File: config.mk
export PLATFORM = sky130hd
export DESIGN_NAME = tt_harness_driver
export DESIGN_NICKNAME = d
export VERILOG_FILES = /design/src/rtl/tt_harness_driver.sv
export SDC_FILE = /design/constraint.sdc
export NUM_CORES = 1
export LEC_CHECK = 0
export ABC_AREA = 1
export ABC_CLOCK_PERIOD_IN_PS = 2200
export BUFFER_PORTS_ARGS = -buffer_cell sky130_fd_sc_hd__buf_2
export CORE_MARGIN = 4
export CORE_UTILIZATION = 57
export CTS_BUF_LIST = sky130_fd_sc_hd__clkbuf_4
export CTS_CLUSTER_DIAMETER = 30
export CTS_CLUSTER_SIZE = 28
export DETAILED_ROUTE_END_ITERATION = 8
export PLACE_DENSITY = 0.9
export SETUP_SLACK_MARGIN = 0.4
export SLEW_MARGIN = 15
export SYNTH_ARGS = -nofsm -noshare
export SYNTH_HDL_FRONTEND = slang
export SYNTH_SLANG_ARGS = --single-unit
File: constraint.sdc
create_clock -name clk -period 2.2 [get_ports clk]
set_clock_uncertainty 0.1 [all_clocks]
set_input_delay 0.33 -clock clk [delete_from_list [all_inputs] [get_ports clk]]
set_output_delay 0.33 -clock clk [all_outputs]
set_load 0.02 [all_outputs]
File: src/rtl/tt_harness_driver.sv
// rtl/tt_harness_driver.sv - byte-serial operand writer / result reader for the TinyTapeout harness
//
// Purpose: takes one wide operand plus a start pulse, streams the operand into
// the chip one byte per cycle (ui_in data, uio_in byte select), waits for the
// chip's result register to settle, reads the result back one byte per cycle
// through uo_out and presents it as a parallel word with a one-cycle done.
//
// Ports:
//   clk, rst_n   - clock, asynchronous active-low reset
//   start        - transaction request, only looked at while idle
//   operand      - operand word, captured on the accepting edge
//   busy         - high from the accepting edge until done
//   done         - one-cycle pulse, result valid from this cycle on
//   result       - last complete result word
//   dut_ui_in    - data byte to the chip
//   dut_uio_in   - sel_in at [LOG2_BYTES_IN-1:0], sel_out at [4+:LOG2_BYTES_OUT]
//   dut_uo_out   - selected result byte from the chip
module tt_harness_driver #(
    parameter int LOG2_BYTES_IN  = 3,
    parameter int LOG2_BYTES_OUT = 2,
    parameter int SETTLE         = 1
) (
    input  logic                               clk,
    input  logic                               rst_n,
    input  logic                               start,
    input  logic [8*(2**LOG2_BYTES_IN)-1:0]    operand,
    output logic                               busy,
    output logic                               done,
    output logic [8*(2**LOG2_BYTES_OUT)-1:0]   result,
    output logic [7:0]                         dut_ui_in,
    output logic [7:0]                         dut_uio_in,
    input  logic [7:0]                         dut_uo_out
);

    localparam int BYTES_IN  = 1 << LOG2_BYTES_IN;
    localparam int BYTES_OUT = 1 << LOG2_BYTES_OUT;
    localparam int WW        = (SETTLE > 1) ? $clog2(SETTLE) : 1;

    localparam logic [LOG2_BYTES_IN-1:0]  SEL_IN_LAST  = {LOG2_BYTES_IN{1'b1}};
    localparam logic [LOG2_BYTES_OUT-1:0] SEL_OUT_LAST = {LOG2_BYTES_OUT{1'b1}};
    localparam logic [WW-1:0]             WAIT_LAST    = WW'(SETTLE - 1);

    typedef enum logic [1:0] {
        S_IDLE,
        S_LOAD,
        S_WAIT,
        S_READ
    } state_t;

    state_t                          state_q, state_d;
    logic [BYTES_IN-1:0][7:0]        operand_q, operand_d;
    logic [7:0]                      ui_q, ui_d;
    logic [LOG2_BYTES_IN-1:0]        sel_in_q, sel_in_d;
    logic [LOG2_BYTES_OUT-1:0]       sel_out_q, sel_out_d;
    logic [WW-1:0]                   wait_q, wait_d;
    logic [BYTES_OUT-1:0][7:0]       rd_buf_q, rd_buf_d;
    logic [BYTES_OUT-1:0][7:0]       result_q, result_d;
    logic                            busy_q, busy_d;
    logic                            done_q, done_d;

    logic [BYTES_OUT-1:0][7:0]       rd_merged;
    logic                            accept;

    always_comb begin
        state_d   = state_q;
        operand_d = operand_q;
        ui_d      = ui_q;
        sel_in_d  = sel_in_q;
        sel_out_d = sel_out_q;
        wait_d    = wait_q;
        rd_buf_d  = rd_buf_q;
        result_d  = result_q;
        busy_d    = busy_q;
        done_d    = 1'b0;
        accept    = 1'b0;

        // Partial bytes collect in rd_buf so result only changes on done.
        rd_merged            = rd_buf_q;
        rd_merged[sel_out_q] = dut_uo_out;

        case (state_q)
            S_IDLE: begin
                accept = start;
            end
            S_LOAD: begin
                if (sel_in_q == SEL_IN_LAST) begin
                    // Byte and index stay on the pins; the chip rewrites the
                    // same byte every edge, which is harmless.
                    state_d = S_WAIT;
                    wait_d  = '0;
                end else begin
                    sel_in_d = sel_in_q + 1'b1;
                    ui_d     = operand_q[sel_in_d];
                end
            end
            S_WAIT: begin
                if (wait_q == WAIT_LAST) begin
                    state_d   = S_READ;
                    sel_out_d = '0;
                end else begin
                    wait_d = wait_q + 1'b1;
                end
            end
            S_READ: begin
                rd_buf_d = rd_merged;
                if (sel_out_q == SEL_OUT_LAST) begin
                    result_d = rd_merged;
                    done_d   = 1'b1;
                    busy_d   = 1'b0;
                    state_d  = S_IDLE;
                    // Accepting on the completion edge gives back-to-back
                    // transactions with no idle cycle in between.
                    accept   = start;
                end else begin
                    sel_out_d = sel_out_q + 1'b1;
                end
            end
            default: begin
                state_d = S_IDLE;
            end
        endcase

        if (accept) begin
            operand_d = operand;
            ui_d      = operand[7:0];
            sel_in_d  = '0;
            busy_d    = 1'b1;
            state_d   = S_LOAD;
        end
    end

    always_ff @(posedge clk or negedge rst_n) begin
        if (!rst_n) begin
            state_q   <= S_IDLE;
            operand_q <= '0;
            ui_q      <= '0;
            sel_in_q  <= '0;
            sel_out_q <= '0;
            wait_q    <= '0;
            rd_buf_q  <= '0;
            result_q  <= '0;
            busy_q    <= 1'b0;
            done_q    <= 1'b0;
        end else begin
            state_q   <= state_d;
            operand_q <= operand_d;
            ui_q      <= ui_d;
            sel_in_q  <= sel_in_d;
            sel_out_q <= sel_out_d;
            wait_q    <= wait_d;
            rd_buf_q  <= rd_buf_d;
            result_q  <= result_d;
            busy_q    <= busy_d;
            done_q    <= done_d;
        end
    end

    // uio_in is pure wiring of the two registered select fields.
    always_comb begin
        dut_uio_in                       = 8'h00;
        dut_uio_in[LOG2_BYTES_IN-1:0]    = sel_in_q;
        dut_uio_in[4 +: LOG2_BYTES_OUT]  = sel_out_q;
    end

    assign dut_ui_in = ui_q;
    assign busy      = busy_q;
    assign done      = done_q;
    assign result    = result_q;

endmodule

==> impl_metrics.yaml, run 1 <==
die:
  initial_core_util_pct: 58.22
  core-area_um2: 10840
  std_cell_rows: 38
  dieArea_um2: 12820
  fp.dieW_um: 113.2
  io_pins: 125
  dieHeight_um: 113.2
synth:
  synth_cells: 800
  synthDistinctLibCells: 22
  avgSynthCellArea_um2: 7.889
  ys_warn_count: 0
  ys_seq_elements: 137
  synth_area_um2: 6311
  ys_seq_area_share_pct: 54.32
placed_design:
  port_buffers: 121
  dp_hpwl_mm: 10.49
  dp.cells: 1034
  gp_congestion: 0.8208
setup_path:
  cp_top_family: "simple AND/OR/NAND/NOR gates"
  timing.critical_path.mode_cell: "nand3_1"
  cp-start-kind: "flip-flop"
  cp_max_fo: 5
  cp.required_ps: 2510
  endpoint_kind: "flip-flop"
  cp_data_arrival_time_ps: 2080
  cp_cell_sequence: "ha_2 -> clkinvlp_4 -> nand3_1 -> nand3_1 -> nand3_1 -> a21oi_1"
  crit_type: "flip-flop to flip-flop"
  slowest_stage: "dfrtp_2"
  max_stage_delay_ps: 450
  critPathBufInv: 1
power:
  leakagePower_nw: 4.255
  power.share.sequential_pct: 35.3
  p_comb_share_pct: 51.7
  swShare_pct: 45.28
  switching_power_mw: 5.385
  pwr-share-clk_pct: 13.0
  p_int_mw: 6.509
  ir_worst_vdd_v: 0.0008566
  p_per_area_nw_per_um2: 1432
  p_total_mw: 11.89
sta:
  setup_tns_ps: 0
  rsz0062_at_grt: "yes"
  fmax_ghz: 0.5630
  post-route-period-util_pct: 80.74
  finalMaxSlewViolations: 0
  hold_viol_final: 0
  period_needed_ps: 1776
  setup_viol: 0
min_path:
  min_path_type: "input port to flip-flop"
routing:
  vias: 6070
  ant_nets: 0
  via_per_inst: 5.283
  routedWlPerCell_um: 15.70
  drt-total-wl_mm: 18.04
  dr.pass1.iters: 5
  drc_errors: 0
  first_iter_violations: 614
final_layout:
  diodes: 0
  syn2layout_area_growth_pct: 31.60
  nNetsFinal: 1082
  final_util_pct: 76.62
  stdcell_count: 1149
  drive_above_1_share_pct: 19.82
global_routing:
  grt_max_degree: 54
  grt_pass1_wl_mm: 29.11
  grt_antenna_before_repair: 0
  first_global_vias: 6160
  overflow: 0
  grt.total_usage_pct: 28.53
run:
  maxCapViolations: 0
cts:
  cts_max_level: 4
  clock_path_buffers: 2
  clock_sinks: 137
  clk_pin_slew_ps: 120
  cts-root-buf: "clkbuf_4"
  numCtsBuffers: 17
  clk_latency_ps: 530
  cts_tree: "yes"
outcome:
  status: "finished, final reports clean"
[worst paths after layout]
path                                from            to  slack [ps]  cells after the start
max                          sel_in_q[0]  dut_ui_in[1]         420                      6
min                        dut_uo_out[1]    result[25]          20                      3
max reg2reg                  sel_in_q[0]  dut_ui_in[1]         420                      6
min reg2reg                    result[6]     result[6]         390                      2
max in group asynchronous          rst_n  operand_q[6]        1160                      3
min in group asynchronous          rst_n     result[3]         200                      2
[through the flow]
stage	hold WS, ps	setup WS, ps	instance area, um^2
after global placement	213.8	303.7	7078
final	17.46	423.7	8305
after detailed placement	215.4	198.1	7078
after global routing	29.70	345.8	8305
after CTS	1.298	376.8	8132
after floorplan	-65.59	405.8	6327
[cell type report]
cell class | instances | area, um^2
repair buffers | 218 | 1648
inverters | 109 | 427.9
clock inverters | 13 | 123.9
repair inverters | 3 | 22.52
flip-flops and latches | 137 | 3431
clock buffers | 18 | 135.1
multi-input cells | 511 | 2342
fillers | 743 | 2535
well taps | 140 | 175.2
[power groups by stage]
stage,registers [mW],logic (mW),clock network (mW)
floorplan,4.65,3.30,0
global route,4.30,6.84,1.67
CTS,4.16,5.65,1.57
detailed placement,4.22,5.33,0
global placement,4.15,5.14,0
finish,4.20,6.15,1.55
[layout by cell type (no fill, tap or decap), types with 2 or more instances in the layout]
| cell | n |
|---|---|
| nand2_1 | 292 |
| dfrtp_1 | 135 |
| buf_2 | 120 |
| o21ai_0 | 113 |
| inv_1 | 104 |
| dlygate4sd3_1 | 72 |
| nand3_1 | 58 |
| clkbuf_4 | 18 |
| nor2_1 | 13 |
| buf_4 | 13 |
| a21oi_1 | 9 |
| buf_12 | 9 |
| clkinvlp_4 | 7 |
| ha_1 | 5 |
| inv_6 | 5 |
| ha_2 | 3 |
| conb_1 | 3 |
| buf_6 | 3 |
| nand2_4 | 2 |
| nand2_8 | 2 |
| o21ai_1 | 2 |
| ha_4 | 2 |
| clkinv_4 | 2 |
| dfrtp_2 | 2 |
[worst register-to-register path: stages, from the launching register on]
cell and delay, ps:
dfrtp_2 450, ha_2 410, clkinvlp_4 190, nand3_1 150, nand3_1 160, nand3_1 150, a21oi_1 70
[cells by family after synthesis]
logic type / Yosys count / synth area share, %
flip-flops: 137 / 54.32
adder cells (fa/ha/maj): 10 / 1.983
other: 1 / 0.05942
AND/OR/NAND/NOR: 371 / 23.53
buffers and inverters: 155 / 10.01
AO/OA/AOI/OAI: 126 / 10.09
[Yosys cell counts]
cell type / count / area (um^2)
nor2_1: 15 / 56.30
o211ai_1: 1 / 7.510
nand2_2: 3 / 18.77
inv_1: 105 / 394.1
dfrtp_1: 137 / 3428
buf_2: 13 / 65.06
nand3_1: 58 / 290.3
nand2_1: 292 / 1096
buf_6: 2 / 22.52
conb_1: 1 / 3.750
or2_2: 1 / 6.260
inv_2: 2 / 7.510
clkbuf_1: 25 / 93.84
buf_4: 5 / 37.54
nand2_4: 1 / 11.26
ha_1: 10 / 125.1
or2_1: 1 / 6.260
a21oi_1: 9 / 45.04
a21oi_2: 1 / 8.760
buf_1: 1 / 3.750
o21ai_0: 115 / 575.6
clkinv_1: 2 / 7.510
[layer usage]
metal	global-route usage, %	vias up	wire, um
li1	-	2855	-
met2	49.96	302	9202
met3	5.187	80	1129
met1	32.85	2833	6753
met5	0	-	0
met4	16.11	0	955
[sequential cells by signal, summed over array words and instances, names as in the netlist]
signal,cells
state_q,2
busy,1
result,32
done,1
sel_out_q,2
operand_q,64
dut_ui_in,8
sel_in_q,3
rd_buf_q,24
[repair_timing]
item / CTS / global route
gates resized for setup: 10 / 21
cloned: 0 / 4
buffers inserted: 2 / 6
setup endpoints to repair: 107 / 107
endpoints found under the hold margin: 122 / 0
pin swaps: 0 / 2
hold buffers: 72 / 0
No activity file was read; power rests on OpenSTA's default activity.
==> inputs of run 2 (changes only) <==
--- a/config.mk
+++ b/config.mk
@@ -6,15 +6,15 @@
 export NUM_CORES = 1
 export LEC_CHECK = 0
 export ABC_AREA = 1
-export ABC_CLOCK_PERIOD_IN_PS = 2200
+export ABC_CLOCK_PERIOD_IN_PS = 1490
 export BUFFER_PORTS_ARGS = -buffer_cell sky130_fd_sc_hd__buf_2
 export CORE_MARGIN = 4
-export CORE_UTILIZATION = 57
+export CORE_UTILIZATION = 52
 export CTS_BUF_LIST = sky130_fd_sc_hd__clkbuf_4
 export CTS_CLUSTER_DIAMETER = 30
 export CTS_CLUSTER_SIZE = 28
 export DETAILED_ROUTE_END_ITERATION = 8
-export PLACE_DENSITY = 0.9
+export PLACE_DENSITY = 0.87
 export SETUP_SLACK_MARGIN = 0.4
 export SLEW_MARGIN = 15
 export SYNTH_ARGS = -nofsm -noshare
==> constraint.sdc (replaced) <==
create_clock -name clk -period 1.49 [get_ports clk]
set_clock_uncertainty 0.1 [all_clocks]
set_input_delay 0.2235 -clock clk [delete_from_list [all_inputs] [get_ports clk]]
set_output_delay 0.2235 -clock clk [all_outputs]
set_load 0.02 [all_outputs]
==> run 2 against run 1 <==
Net effect:
- the flow now stops in global routing
- area after synthesis stayed put
- synthesized cell count stayed put
==> impl_metrics.yaml, run 2 <==
outcome:
  status: "aborted with a tool error"
  haltStage: "global routing"
  error: "[ERROR GRT-0232] Routing congestion too high. Check the congestion heatmap in the GUI."
placed_design:
  dp.cells: 1060
  port_buffers: 121
  dp_slack_ps: -129.8
  dp_hpwl_mm: 11.00
  gp_congestion: 0.8694
  place_area_um2: 7471
synth:
  synth_edf_count: 0
  ys_warn_count: 0
  synth_most_common_cell: "nand2_1"
  synth_ff_type: "dfrtp_1"
  synth_area_leaders: "dfrtp_1 (54%), nand2_1 (17%), o21ai_0 (9.1%)"
  synth_area_um2: 6311
  synthDistinctLibCells: 22
  ys_seq_elements: 137
  async_flop_share_pct: 100.0
  avgSynthCellArea_um2: 7.889
  synth_cells: 800
  yosysTopAreaCell: "dfrtp_1"
  synth_commonest_cells: "nand2_1 (292), dfrtp_1 (137), o21ai_0 (115)"
  ys_seq_area_share_pct: 54.32
  synth_top_area_share_pct: 54.32
sta:
  worst-ep-kind: "register input"
  grt-worst-endpoint: "dut_ui_in[1]$_DFFE_PN0P_/D"
cts:
  clock_path_buffers: 2
  numCtsBuffers: 17
  clock_sinks: 137
  cts-root-buf: "clkbuf_4"
  cts_max_level: 4
die:
  initial_core_util_pct: 54.11
  fp.dieW_um: 118.2
  std_cell_rows: 39
  dieHeight_um: 118.2
  io_pins: 125
global_routing:
  overflow: 551
  grt.total_usage_pct: 84.22
  grt_max_degree: 49
==> run 2: cell counts after synthesis <==
No cell type changed its count.
==> run 2: per-layer routing <==
metal  GRT overflow  GRT usage [%]
met1              1          78.77
met2            381          105.6
met3              1          65.09
met4            168          99.27
met5              0          4.514
==> run 2: kinds of logic after synthesis <==
| group | Yosys count | share of synthesized area, % |
|---|---|---|
| AOI/OAI and AO/OA | 126 | 10.09 |
| adders and majority gates | 10 | 1.983 |
| buffers and inverters | 155 | 10.01 |
| DFF | 137 | 54.32 |
| other | 1 | 0.05942 |
| and+or+nand+nor | 371 | 23.53 |
==> run 2: timing repair <==
item	4_1_cts
endpoints found under the setup margin	184
hold buffers	73
pin swaps	41
hold endpoints to repair	240
gates resized for setup	429
setup buffers	45
gates cloned	20
==> run 2: through the flow <==
stage               setup TNS [ps]  utilization (%)
detailed placement           -9366            64.06
global placement             -5034            64.06
CTS                          -9821            91.41
floorplan                    -7328                -
==> inputs of run 3 (changes only) <==
==> config.mk (replaced) <==
export PLATFORM = sky130hd
export DESIGN_NAME = tt_harness_driver
export DESIGN_NICKNAME = d
export VERILOG_FILES = /design/src/rtl/tt_harness_driver.sv
export SDC_FILE = /design/constraint.sdc
export NUM_CORES = 1
export LEC_CHECK = 0
export ABC_AREA = 1
export ABC_CLOCK_PERIOD_IN_PS = 1950
export BUFFER_PORTS_ARGS = -buffer_cell sky130_fd_sc_hd__buf_2
export CORE_MARGIN = 4
export CORE_UTILIZATION = 40
export DETAILED_ROUTE_END_ITERATION = 8
export PLACE_DENSITY_LB_ADDON = 0.15
export SLEW_MARGIN = 15
export SYNTH_ARGS = -nofsm -noshare
export SYNTH_HDL_FRONTEND = slang
export SYNTH_SLANG_ARGS = --single-unit
==> constraint.sdc (replaced) <==
create_clock -name clk -period 1.95 [get_ports clk]
set_clock_uncertainty 0.1 [all_clocks]
set_input_delay 0.2925 -clock clk [delete_from_list [all_inputs] [get_ports clk]]
set_output_delay 0.2925 -clock clk [all_outputs]
set_load 0.02 [all_outputs]
==> run 3 against run 2 <==
Net effect:
- the flow now finishes without violations
==> impl_metrics.yaml, run 3 (synthesis gave the netlist of run 1 again) <==
min_path:
  min_path_type: "input port to flip-flop"
placed_design:
  dp.cells: 1114
  port_buffers: 121
  dp_slack_ps: 84.66
  dp_hpwl_mm: 10.99
  gp_congestion: 0.7936
  place_area_um2: 7268
routing:
  vias: 5535
  routedWlPerCell_um: 13.62
  first_iter_violations: 265
  dr.pass1.iters: 4
  drt-total-wl_mm: 16.38
  via_per_inst: 4.601
  ant_nets: 0
  drc_errors: 0
sta:
  setup_viol: 0
  finalMaxSlewViolations: 0
  hold_viol_final: 0
  fmax_ghz: 0.5441
  timing.hold.ws_ps: 12.26
  fin_ws_ps: 112.1
  rsz0062_at_grt: "no"
  post-route-period-util_pct: 94.25
  setup_tns_ps: 0
  period_needed_ps: 1838
power:
  leakagePower_nw: 4.352
  ir_worst_vdd_v: 0.0008635
  p_per_area_nw_per_um2: 1686
  p_total_mw: 14.22
cts:
  clk_latency_ps: 420
  cts_max_level: 4
  numCtsBuffers: 17
  cts-root-buf: "clkbuf_16"
  clock_sinks: 137
  clock_path_buffers: 2
  clk_pin_slew_ps: 60
  cts_tree: "yes"
die:
  io_pins: 125
  dieHeight_um: 133.6
  dieArea_um2: 17850
  initial_core_util_pct: 41.21
  fp.dieW_um: 133.6
  core-area_um2: 15310
  std_cell_rows: 45
setup_path:
  critPathBufInv: 4
  cp.required_ps: 2180
  max_stage_delay_ps: 410
  crit_type: "flip-flop to flip-flop"
  cp_top_family: "buffers and inverters"
  endpoint_kind: "flip-flop"
  cp_data_arrival_time_ps: 2060
  slowest_stage: "dfrtp_1"
  cp-start-kind: "flip-flop"
  cp_max_fo: 19
  cp_cell_sequence: "buf_4 -> ha_1 -> nand2_2 -> nand2_2 -> nand2_4 -> inv_4 -> buf_12 -> buf_4 -> o21ai_0"
final_layout:
  largest_reg_flops: 64
  syn2layout_area_growth_pct: 33.68
  top_register: "operand_q"
  diodes: 0
  stdcell_count: 1203
  fin_area_um2: 8437
  multi_input_area_um2: 2261
  fill_cells: 1484
  layout_common_cells: "nand2_1 (292), dfrtp_1 (137), buf_2 (120), o21ai_0 (115), inv_1 (105)"
  final_common_cell: "nand2_1"
  drive_above_1_share_pct: 18.95
  nNetsFinal: 1064
  final_util_pct: 55.09
  register_area_um2: 3428
global_routing:
  grt.total_usage_pct: 18.94
  first_global_vias: 5358
  grt_pass1_wl_mm: 26.80
  overflow: 0
  grt_antenna_before_repair: 0
  grt_max_degree: 49
run:
  maxCapViolations: 0
outcome:
  status: "finished, final reports clean"
run 3: timing repair:
| item | CTS | global route |
|---|---|---|
| resized for setup | 0 | 2 |
| hold buffers | 54 | 0 |
| endpoints found under the hold margin | 85 | 0 |
| endpoints found under the setup margin | 0 | 26 |
| buffers inserted | 0 | 2 |
run 3: worst paths after layout:
kind | from | endpoint | slack (ps) | cells past startpoint
max | state_q[1] | operand_q[0] | 110 | 9
max in group asynchronous | rst_n | state_q[0] | 930 | 3
min in group asynchronous | rst_n | result[14] | 240 | 2
max reg2reg | state_q[1] | operand_q[0] | 110 | 9
min | operand[9] | operand_q[9] | 10 | 3
min reg2reg | result[13] | result[13] | 370 | 2
run 3: where the power goes:
part	switching [mW]	internal [mW]	leakage [nW]
Combinational	4.06	2.31	2.38
Clock	1.17	2.01	0.290
Sequential	0.475	4.20	1.68
run 3: layout make-up:
class / count / area share [%]
Clock buffer: 24 / 5.828
Multi-Input combinational cell: 510 / 26.80
Clock inverter: 8 / 1.097
Inverter: 109 / 4.879
Timing Repair Buffer: 204 / 17.63
Sequential cell: 137 / 40.63
Tap cell: 211 / 3.129
run 3: metal layers:
metal / vias up / global-route usage (%) / share of wire (%)
met5: - / 0 / 0
met4: 0 / 7.257 / 2.2
met3: 24 / 3.927 / 3.7
met2: 113 / 32.08 / 49
met1: 2575 / 23.90 / 45
li1: 2823 / - / -
run 3: worst reg2reg max path: stages (launching register included):
cell and delay (ps):
dfrtp_1 410, buf_4 150, ha_1 200, nand2_2 100, nand2_2 70, nand2_4 110
inv_4 80, buf_12 150, buf_4 170, o21ai_0 200
==> inputs of run 4 (changes only) <==
--- a/config.mk
+++ b/config.mk
@@ -10,6 +10,7 @@
 export BUFFER_PORTS_ARGS = -buffer_cell sky130_fd_sc_hd__buf_2
 export CORE_MARGIN = 4
 export CORE_UTILIZATION = 40
+export CTS_BUF_LIST = sky130_fd_sc_hd__clkbuf_4 sky130_fd_sc_hd__clkbuf_8
 export DETAILED_ROUTE_END_ITERATION = 8
 export PLACE_DENSITY_LB_ADDON = 0.15
 export SLEW_MARGIN = 15
==> constraint.sdc (replaced) <==
create_clock -name clk -period 1.95 [get_ports clk]
set_clock_uncertainty 0.1 [all_clocks]
set_input_delay 0.2925 -clock clk [delete_from_list [all_inputs] [get_ports clk]]
set_output_delay 0.2925 -clock clk [all_outputs]
set_load 0.01 [all_outputs]
==> run 4 against run 3 <==
Net effect:
- non-clock buffer count rose by 8
- sequential share of layout area up 0.49 points
- final area shrank 1.2%
- setup slack got worse by 1.1 ps
- final cell count increased by 0.67%
- clock power is 26% lower
- count of clock-buffer cells in the layout unchanged
- core utilization shrank 0.65 points
- total power fell by 8.5%
- combinational power decreased by 6.0%
- maximum frequency hardly changed
- flip-flop and latch count unchanged
- largest power group unchanged
==> impl_metrics.yaml, run 4 (synthesis gave the netlist of run 1 again) <==
placed_design:
  dp_hpwl_mm: 10.99
  port_buffers: 121
  gp_congestion: 0.7936
  dp_slack_ps: 84.66
  dp.cells: 1114
die:
  io_pins: 125
  core-area_um2: 15310
  fp.dieW_um: 133.6
  dieArea_um2: 17850
  dieHeight_um: 133.6
  std_cell_rows: 45
  initial_core_util_pct: 41.21
routing:
  dr.pass1.iters: 5
  drc_errors: 0
  routedWlPerCell_um: 13.41
  drt-total-wl_mm: 16.24
  first_iter_violations: 285
  vias: 5542
  via_per_inst: 4.576
  ant_nets: 0
setup_path:
  max_stage_delay_ps: 410
  cp.required_ps: 2190
  cp_data_arrival_time_ps: 2080
  cp_top_family: "simple AND/OR/NAND/NOR gates"
  critPathBufInv: 3
  startpoint: "state_q[1]"
  cp_max_fo: 20
  cp-start-kind: "flip-flop"
  timing.critical_path.mode_cell: "nand2_2"
  endpoint_kind: "flip-flop"
  cp_cell_sequence: "buf_4 -> ha_1 -> nand2_2 -> nand2_2 -> nand2_4 -> inv_4 -> buf_12 -> or2_1 -> o21ai_0"
  worstReg2RegStart: "state_q[1]"
  slowest_stage: "dfrtp_1"
  crit_type: "flip-flop to flip-flop"
final_layout:
  nNetsFinal: 1072
  syn2layout_area_growth_pct: 32.10
  final_common_cell: "nand2_1"
  top_register: "operand_q"
  drive_above_1_share_pct: 19.10
  fill_cells: 1486
  largest_reg_flops: 64
  diodes: 0
  layout_common_cells: "nand2_1 (292), dfrtp_1 (137), buf_2 (120), o21ai_0 (115), inv_1 (105)"
  stdcell_count: 1211
sta:
  period_needed_ps: 1839
  rsz0062_at_grt: "no"
  finalMaxSlewViolations: 0
  setup_viol: 0
  setup_tns_ps: 0
  post-route-period-util_pct: 94.31
  hold_viol_final: 0
  fmax_ghz: 0.5438
  fin_ws_ps: 110.9
power:
  ir_worst_vdd_v: 0.0007334
  p_int_mw: 7.808
  leakagePower_nw: 4.308
  p_total_mw: 13.01
  switching_power_mw: 5.202
  pwr-share-clk_pct: 18.1
  p_comb_share_pct: 46.1
  swShare_pct: 39.99
  p_per_area_nw_per_um2: 1561
  power.share.sequential_pct: 35.8
min_path:
  min_path_type: "input port to flip-flop"
  min_from: "operand[1]"
cts:
  cts_max_level: 4
  cts-root-buf: "clkbuf_8"
  clk_latency_ps: 430
  clk_pin_slew_ps: 70
  numCtsBuffers: 17
  cts_tree: "yes"
  clock_sinks: 137
  clock_path_buffers: 2
global_routing:
  grt.total_usage_pct: 18.75
  first_global_vias: 5402
  grt_antenna_before_repair: 0
  grt_max_degree: 49
  grt_pass1_wl_mm: 26.70
  overflow: 0
run:
  maxCapViolations: 0
outcome:
  status: "finished, final reports clean"
[run 4: worst paths after layout]
check                      slack [ps]  depth (start not counted)            end
max                               110                          9    sel_in_q[2]
min                                30                          3   operand_q[1]
max reg2reg                       110                          9    sel_in_q[2]
min reg2reg                       370                          2     result[12]
max in group asynchronous         950                          3  operand_q[21]
min in group asynchronous         210                          2     result[14]
[run 4: through the flow]
| stage | hold slack [ps] | util (%) | area (um^2) |
|---|---|---|---|
| floorplan | -103.1 | - | 6319 |
| detailed placement | 121.0 | 47.46 | 7268 |
| CTS | 2.005 | 54.15 | 8293 |
| global placement | 118.3 | 47.46 | 7268 |
| global route | 5.792 | 54.44 | 8337 |
| finish | 31.42 | 54.44 | 8337 |
[run 4: what timing repair did]
| action | in CTS | in global routing |
|---|---|---|
| endpoints found under the hold margin | 154 | 0 |
| hold buffers | 62 | 0 |
| buffers inserted | 0 | 2 |
| resized for setup | 0 | 2 |
| setup endpoints to repair | 0 | 26 |
[run 4: worst reg2reg max path: stages (launching register included)]
cell     delay (ps)
dfrtp_1         410
buf_4           140
ha_1            210
nand2_2         100
nand2_2          70
nand2_4         110
inv_4            70
buf_12          160
or2_1           220
o21ai_0         160
[run 4: metal layers]
metal / vias up / global-route usage (%) / part of all wire, %
met5: - / 0 / 0
met4: 0 / 5.771 / 1.7
met3: 24 / 4.079 / 4.1
met2: 118 / 32.20 / 49
met1: 2566 / 23.74 / 45
li1: 2834 / - / -
[run 4: layout make-up]
class / count / area, um^2 / area share [%]
Sequential cell: 137 / 3428 / 41.12
Multi-Input combinational cell: 510 / 2261 / 27.12
Timing Repair Buffer: 212 / 1568 / 18.81
Inverter: 109 / 411.6 / 4.938
Clock buffer: 24 / 311.5 / 3.737
Tap cell: 211 / 264.0 / 3.167
Clock inverter: 8 / 92.59 / 1.111
[run 4: power by group through the flow]
stage	clock [mW]	combinational, mW	sequential (mW)
after global routing	2.54	6.89	4.82
final	2.35	5.99	4.66
after floorplan	0	3.71	4.89
after detailed placement	0	5.85	4.73
after global placement	0	5.79	4.70
after CTS	2.43	5.99	4.68
